==> src/rtl/expr_pipe_eval.sv <==
// Per-lane selectable expression evaluator: operands land in S1, results are queued in an output FIFO.
// One cycle from accept to FIFO write. in_ready is a credit (fifo_count + s1_valid < DEPTH), so S1 never stalls.

module expr_fifo #(
  parameter int WIDTH = 8,
  parameter int DEPTH = 4
) (
  input  logic                     clk,
  input  logic                     rst_n,
  input  logic                     wr_vld,
  input  logic [WIDTH-1:0]         wr_dat,
  input  logic                     rd_rdy,
  output logic                     rd_vld,
  output logic [WIDTH-1:0]         rd_dat,
  output logic [$clog2(DEPTH):0]   count
);
  localparam int AW = $clog2(DEPTH);
  localparam logic [AW:0] DCNT = DEPTH[AW:0];

  logic [WIDTH-1:0] mem [DEPTH];
  logic [AW-1:0]    wptr, rptr;
  logic [AW:0]      cnt;
  logic             empty, full, wr_ok, rd_ok;

  assign empty = (cnt == '0);
  assign full  = (cnt == DCNT);
  assign rd_ok = rd_rdy && !empty;
  // A write into a full FIFO is allowed when the head leaves in the same cycle.
  assign wr_ok = wr_vld && (!full || rd_ok);

  always_ff @(posedge clk or negedge rst_n) begin
    if (!rst_n) begin
      wptr <= '0;
      rptr <= '0;
      cnt  <= '0;
    end else begin
      if (wr_ok) wptr <= wptr + 1'b1;
      if (rd_ok) rptr <= rptr + 1'b1;
      case ({wr_ok, rd_ok})
        2'b10:   cnt <= cnt + 1'b1;
        2'b01:   cnt <= cnt - 1'b1;
        default: cnt <= cnt;
      endcase
    end
  end

  always_ff @(posedge clk) begin
    if (wr_ok) mem[wptr] <= wr_dat;
  end

  assign rd_vld = !empty;
  assign rd_dat = empty ? '0 : mem[rptr];
  assign count  = cnt;
endmodule

module expr_pipe_eval #(
  parameter int W     = 6,
  parameter int LANES = 4,
  parameter int DEPTH = 4
) (
  input  logic                 clk,
  input  logic                 rst_n,
  input  logic                 in_valid,
  output logic                 in_ready,
  input  logic [2:0]           op,
  input  logic [LANES-1:0]     sgn,
  input  logic [LANES*W-1:0]   a,
  input  logic [LANES*W-1:0]   b,
  output logic                 out_valid,
  input  logic                 out_ready,
  output logic [LANES*W-1:0]   y,
  output logic [LANES-1:0]     ovf
);
  localparam int CW = $clog2(DEPTH);
  localparam logic [CW+1:0] DLIM = DEPTH[CW+1:0];

  typedef struct packed {
    logic [LANES*W-1:0] y;
    logic [LANES-1:0]   ovf;
  } res_t;

  logic               s1_valid;
  logic [2:0]         s1_op;
  logic [LANES-1:0]   s1_sgn;
  logic [LANES*W-1:0] s1_a, s1_b;
  logic [CW:0]        fifo_count;
  logic [CW+1:0]      credits;
  logic               accept;
  logic [LANES*W-1:0] y_c;
  logic [LANES-1:0]   ovf_c;
  res_t               res_c, head;

  assign credits  = {1'b0, fifo_count} + {{(CW+1){1'b0}}, s1_valid};
  assign in_ready = (credits < DLIM);
  assign accept   = in_valid && in_ready;

  always_ff @(posedge clk or negedge rst_n) begin
    if (!rst_n) begin
      s1_valid <= 1'b0;
      s1_op    <= '0;
      s1_sgn   <= '0;
      s1_a     <= '0;
      s1_b     <= '0;
    end else begin
      s1_valid <= accept;
      if (accept) begin
        s1_op  <= op;
        s1_sgn <= sgn;
        s1_a   <= a;
        s1_b   <= b;
      end
    end
  end

  for (genvar i = 0; i < LANES; i++) begin : g_lane
    logic [W:0] ax, bx, r;
    logic       of;

    assign ax = {s1_sgn[i] & s1_a[i*W+W-1], s1_a[i*W +: W]};
    assign bx = {s1_sgn[i] & s1_b[i*W+W-1], s1_b[i*W +: W]};

    always_comb begin
      r  = '0;
      of = 1'b0;
      case (s1_op)
        3'd0: begin
          r  = ax + bx;
          of = s1_sgn[i] ? (r[W] ^ r[W-1]) : r[W];
        end
        3'd1: begin
          r  = ax - bx;
          of = s1_sgn[i] ? (r[W] ^ r[W-1]) : r[W];
        end
        3'd2: r = ax & bx;
        3'd3: r = ax ~^ bx;
        // Shifting the extended W+1-bit value gives sign fill or zero fill for free.
        3'd4: r = $signed(ax) >>> s1_b[i*W +: 3];
        3'd5: r = {{W{1'b0}}, ($signed(ax) < $signed(bx))};
        3'd6: r = {{W{1'b0}}, (ax == bx)};
        default: r = (ax != '0) ? bx : ~bx;
      endcase
    end

    assign y_c[i*W +: W] = r[W-1:0];
    assign ovf_c[i]      = of;
  end

  assign res_c = {y_c, ovf_c};

  expr_fifo #(.WIDTH($bits(res_t)), .DEPTH(DEPTH)) u_fifo (
    .clk    (clk),
    .rst_n  (rst_n),
    .wr_vld (s1_valid),
    .wr_dat (res_c),
    .rd_rdy (out_ready),
    .rd_vld (out_valid),
    .rd_dat (head),
    .count  (fifo_count)
  );

  assign y   = head.y;
  assign ovf = head.ovf;
endmodule

==> config.mk <==
export PLATFORM = sky130hd
export DESIGN_NAME = expr_pipe_eval
export DESIGN_NICKNAME = d
export VERILOG_FILES = /design/src/rtl/expr_pipe_eval.sv
export SDC_FILE = /design/constraint.sdc
export NUM_CORES = 1
export LEC_CHECK = 0
export BUFFER_PORTS_ARGS = -buffer_cell sky130_fd_sc_hd__buf_2
export CORE_MARGIN = 5
export CORE_UTILIZATION = 55
export CTS_BUF_LIST = sky130_fd_sc_hd__clkbuf_8
export DETAILED_ROUTE_END_ITERATION = 8
export PLACE_DENSITY = 0.86
export RECOVER_POWER = 100
export SLEW_MARGIN = 30
export SYNTH_ARGS = -nofsm -noshare
export SYNTH_HDL_FRONTEND = slang
export SYNTH_SLANG_ARGS = --single-unit
==> constraint.sdc <==
create_clock -name clk -period 2.3 [get_ports clk]
set_clock_uncertainty 0.05 [all_clocks]
set_input_delay 0.23 -clock clk [delete_from_list [all_inputs] [get_ports clk]]
set_output_delay 0.23 -clock clk [all_outputs]
set_load 0.01 [all_outputs]
==> Word-level counts from Yosys, hierarchy flattened <==
Memories as Yosys holds them, arrays and structs flattened.
Cells that the tools add are included.
{ "op_classes": {"add_sub_neg": 13, "n_lt_le_gt_ge": 5, "n_eq_ne": 13, "shifts": 4, "muxes": 24, "bitwise": 28, "n_reduce_logical": 13} }
{ "op_table": {"columns": ["cell", "count"], "rows": [
  ["$pmux 6 s7", 4],
  ["$add 7x7->7", 4],
  ["$eq 7x7->1", 4],
  ["$lt 7x7->1", 4],
  ["$mux 28", 1],
  ["$reduce_bool 7->1", 4],
  ["$sshr 7x3->6", 4],
  ["$sub 7x7->7", 4],
  ["$xnor 7x7->6", 4],
  ["$and 6x6->6", 4],
  ["$mux 6", 4],
  ["$not 6->6", 4],
  ["$eq 3x3->1 const B", 4],
  ["$mux 1", 10],
  ["$and 1x1->1", 8],
  ["$pmux 1 s2", 4],
  ["$xor 1x1->1", 8],
  ["$eq 3x2->1 const B", 2],
  ["$logic_not 3->1", 2],
  ["$pmux 3 s2", 1],
  ["$add 2x1->2 const B", 2],
  ["$add 3x1->4", 1],
  ["$lt 4x3->1 const B", 1],
  ["$add 3x1->3 const B", 1],
  ["other kinds (8)", 11]
]} }
{ "word_totals": {"reg_bits": 63, "ramBits": 112, "out_inout_bits": 30, "word_cells": 109, "mem_count": 1} }
{ "mem_list": {"columns": ["memory", "words", "word_bits", "rd", "rd_ports_with_merged_regs", "write_ports", "line", "rtl"], "rows": [
  ["u_fifo.mem", 4, 28, 1, 0, 1, "20", "logic [WIDTH-1:0] mem [DEPTH];"]
]} }

==> Longest topological paths before layout <==
{ "depth": {"depth_word": 7, "mapped_depth": 10, "mapped_depth_nobuf": 10} }

==> Modules after synthesis <==
A second synthesis with hierarchy kept.
{ "unflattened": {"cells_unflattened": 1130, "area_unflattened_um2": 11622.4} }
{ "modules_own_cells": {"columns": ["mod", "instances", "cells_per_inst", "area_each_um2", "seq_area_each_um2"], "rows": [
  ["expr_pipe_eval", 1, 903, 6897.9, 1401.3],
  ["expr_fifo", 1, 227, 4724.5, 3538.4]
]} }

==> Least setup slack after synthesis <==
OpenSTA, ideal clock, no wires.
{ "synth_timing": {"kind": "register to register", "startpoint": "register s1_b[1]", "endpoint": "memory u_fifo.mem[0][4] in the netlist's numbering, data pin", "setup_time_ns": 0.184, "arrival_time_ns": 2.283, "t_required_ns": 2.066, "slack_ns": -0.217, "stages_incl_launch_ff": 10, "path_buffers": 1, "synth_period_minus_slack_ns": 2.517, "cell_sequence": "dfrtp_1 buf_2 inv_1 ha_1 nor2b_4 o31a_1 o31a_1 or3_1 a21oi_1 a2bb2oi_1"} }
{ "synth_between": {"elab_chain_len": 2, "elab_cells_between_ends": 4, "cone_classes": "order compare: 1; eq/ne: 1; shift: 1; mux: 1"} }
{ "synth_lines": {"columns": ["item", "line", "rtl"], "rows": [
  ["from (decl)", "85", "logic [LANES*W-1:0] s1_a, s1_b;"],
  ["from (signal assigned)", "103", "s1_b <= '0;"],
  ["from (signal assigned)", "110", "s1_b <= b;"],
  ["$lt 7x7->1, or another cell as far along", "138", "3'd5: r = {{W{1'b0}}, ($signed(ax) < $signed(bx))};"],
  ["$pmux 6 s7 *", "125", "case (s1_op)"],
  ["via g_lane[0].r[0]", "116", "logic [W:0] ax, bx, r;"],
  ["to (decl)", "20", null]
]} }
Mark *: on every way through the listed nets, which the timed path passes. The rest lies on a longest branch.

==> Final worst setup path <==
{ "layout_timing": {"startpoint": "register s1_a[18]", "endpoint": "memory u_fifo.mem[0][24] in the netlist's numbering, data pin"} }
{ "layout_between": {"elab_chain_len": 3, "elab_cells_between_ends": 6, "cone_classes": "add/sub: 2; shift: 1; mux: 2; reduce/logical: 1"} }
{ "layout_lines": {"columns": ["item", "line", "rtl"], "rows": [
  ["from (decl)", "85", null],
  ["from (signal assigned)", "102", "s1_a <= '0;"],
  ["from (signal assigned)", "109", "s1_a <= a;"],
  ["parallel branches: the longest is 2 deep, another holds $sub 7x7->7", null, null],
  ["$pmux 6 s7 *", "125", null],
  ["via g_lane[3].r[2]", "116", null]
]} }
Mark *: on every way through the listed nets, which the timed path passes.

==> flow_metrics.tcl <==
set metrics [dict create \
    synth_top_area_share 0.293 \
    htreeDepth 4 \
    core_mm2 0.0204 \
    vias_per_cell 6.20 \
    place.gp.congestion 1.01 \
    grt_max_degree 44 \
    areaGrowthSynthToFinish_pct 33.7 \
    synth_edf_count 112 \
    max_freq_ghz 0.397 \
    final_common_cell "buf_4" \
    worstPathArrival_ps 2740 \
    final-hold-violation-count 0 \
    placed_area_mm2 0.0133 \
    clockBufferDepth 2 \
    worst-setup-path-type "reg2reg" \
    crit_required_ps 2530 \
    rsz0062_at_grt "true" \
    antenna_found_initial 0 \
    fin_crit_ps 2520 \
    violations "negative setup slack" \
    mostFrequentLayoutCells "buf_4 (164), edfxtp_1 (112), nand2_1 (105)" \
    io_buffers 88 \
    whs_endpoint "u_fifo.rptr[0]" \
    nFillCells 1320 \
    synth.largest_area_cell "edfxtp_1" \
    clkLatencyLatePin_ps 480 \
    r2r_slack_ps -220 \
    async_reset_ff_frac 0.360 \
    hold_depth 3 \
    setup_violations 54 \
    synth_nets 1214 \
    rr_worst_depth 11 \
    max_stage_delay_ps 450 \
    io_pins 89 \
    wl_per_cell_um 21.5 \
    crit_slowest_cell "dfrtp_1" \
    final_layout_size_suffix_gt1_frac 0.382 \
    antennaDiodeCount 0 \
    cts_buffers 17 \
    layout.cells.non_filler 1663 \
    grt_pass1_wl_um 53300 \
    cp_common_cell "inv_1" \
    grt_pass1_vias 9865 \
    slew_headroom 0.0942 \
    synth.area.top_cells "edfxtp_1 (29%), dfrtp_1 (14%), mux4_2 (7.3%), ha_1 (5.9%), o21ai_0 (4.4%)" \
    cpLargestDelayFamily "compound AO/OA/AOI/OAI gates" \
    hp-class "in2reg" \
    drc 0 \
    drt_wl_total_um 35800 \
    first_iter_violations 1128 \
    die_h_um 155 \
    gr-total-overflow 0 \
    root_buffer "clkbuf_8" \
    syn-cell-area_mm2 0.0115 \
    syn_area_per_cell_um2 10.5 \
    r2r-start "s1_a[18]" \
    worst_pin_slew_ps 1360 \
    cts_tree "built" \
    outcome "finished, violations left" \
    cp_cell_sequence "inv_1 -> ha_4 -> inv_1 -> fa_2 -> buf_6 -> xnor2_2 -> nor3_2 -> a21oi_1 -> o22ai_2 -> a21oi_2 -> a211oi_2" \
    ys_warn_count 0 \
    num_rows 52 \
    ys_seq_area_frac 0.430 \
    ant_nets 0 \
    setup_ws_ps -216 \
    drv_slew 0 \
    post-dp-hpwl_um 24200 \
    cap_violations 0 \
    cts_sinks 175 \
    dieArea_mm2 0.0239 \
    clk_pin_slew_ps 110 \
    crit_fanout 4 \
    start_util 0.562 \
    design.final.nets 1502 \
    firstDrtPassIters 6 \
    synth_ff_type "edfxtp_1" \
    r2r_end "u_fifo.mem[0][24]" \
    endpoint_kind "register" \
    fin_crit_sh 1.09 \
    pre_cts_slack_ps -182 \
    hold_ws_ps 37.8 \
    synth_cells 1092 \
    num_vias 10308 \
    gr-usage-all-layers 0.284 \
    yosysUniqueCellTypes 73 \
    path_buf_inv 3 \
    finish.instance_area_mm2 0.0154 \
    place_inst 1546 \
    synth_seq_cells 175 \
    hp-start "out_ready" \
    die_w_um 155 \
    worstSetupStartpointType "register" \
]
how the worst max path moves through the flow:
stage	startpoint	cells after the start	endpoint	slack, ps
after global routing	s1_a[18]	11	u_fifo.mem[0][24]	-300
final	s1_a[18]	11	u_fifo.mem[0][24]	-220
after global placement	s1_b[0]	9	u_fifo.mem[0][0]	-100
after floorplan	s1_b[1]	9	u_fifo.mem[0][4]	-10
after detailed placement	s1_b[12]	7	u_fifo.mem[0][20]	-180
after CTS	s1_a[12]	10	u_fifo.mem[2][2]	-160
sequential cells by signal (all words and copies together) (netlist names):
name and count:
u_fifo.mem 112, s1_a 24, s1_b 24, s1_sgn 4
s1_op 3, u_fifo.count 3, u_fifo.rptr 2, u_fifo.wptr 2
s1_valid 1
layer usage:
layer / global-route usage / wire length [um]
met4: 0.0938 / 1380
met2: 0.459 / 17200
met5: 0 / 0
met1: 0.388 / 14100
met3: 0.0548 / 3140
synth_stat cells, drive strengths merged, types with 10 or more instances:
library cell  count
a211oi           14
a21oi            51
a221oi           15
and2             38
buf              45
clkbuf           26
dfrtp            63
edfxtp          112
ha               54
inv              63
mux2             26
mux2i            18
mux4             37
nand2           107
nand2b           14
nand3            28
nor2             41
nor2b            13
nor3             18
nor4             14
o211ai           10
o21a             10
o21ai           102
xnor2            36
xor2             12
per-stage QoR:
| stage | setup TNS, ps | util |
|---|---|---|
| floorplan | -51.4 | - |
| finish | -3240 | 0.751 |
| CTS | -1280 | 0.714 |
| detailed placement | -6380 | 0.650 |
| global route | -16520 | 0.751 |
| global placement | -1910 | 0.650 |
area by class of cell:
type	instances	area, um^2	area share
Sequential cell	175	4950	0.322
Timing Repair Buffer	340	2570	0.168
Clock inverter	15	194	0.0126
Tap cell	270	338	0.0220
Inverter	64	244	0.0159
Multi-Input combinational cell	782	6820	0.444
Clock buffer	17	234	0.0152
worst register-to-register path, cell delays in order, from the launching register on:
cell and delay, ps:
dfrtp_1 450, inv_1 150, ha_4 140, inv_1 40
fa_2 380, buf_6 140, xnor2_2 130, nor3_2 240
a21oi_1 100, o22ai_2 160, a21oi_2 50, a211oi_2 290
cells by family after synthesis:
logic type	after synthesis	share of synthesized area
AOI/OAI and AO/OA	289	0.163
xor gates and xnor gates	48	0.0366
adders and majority gates	63	0.0745
buffers and inverters	135	0.0509
DFF	175	0.430
muxes	81	0.114
and+or+nand+nor	301	0.131
repair_timing:
action                     in CTS  in global routing
hold endpoints to repair       75                  0
hold buffers                   56                  0
setup endpoints to repair      84                115
gates resized for setup        53                141
cloned                          0                  2
pin swaps                      40                 70
setup buffers                  10                 18
Power is not shown: default switching activity piles up to over one toggle a cycle in this logic, so the estimate is an artifact.
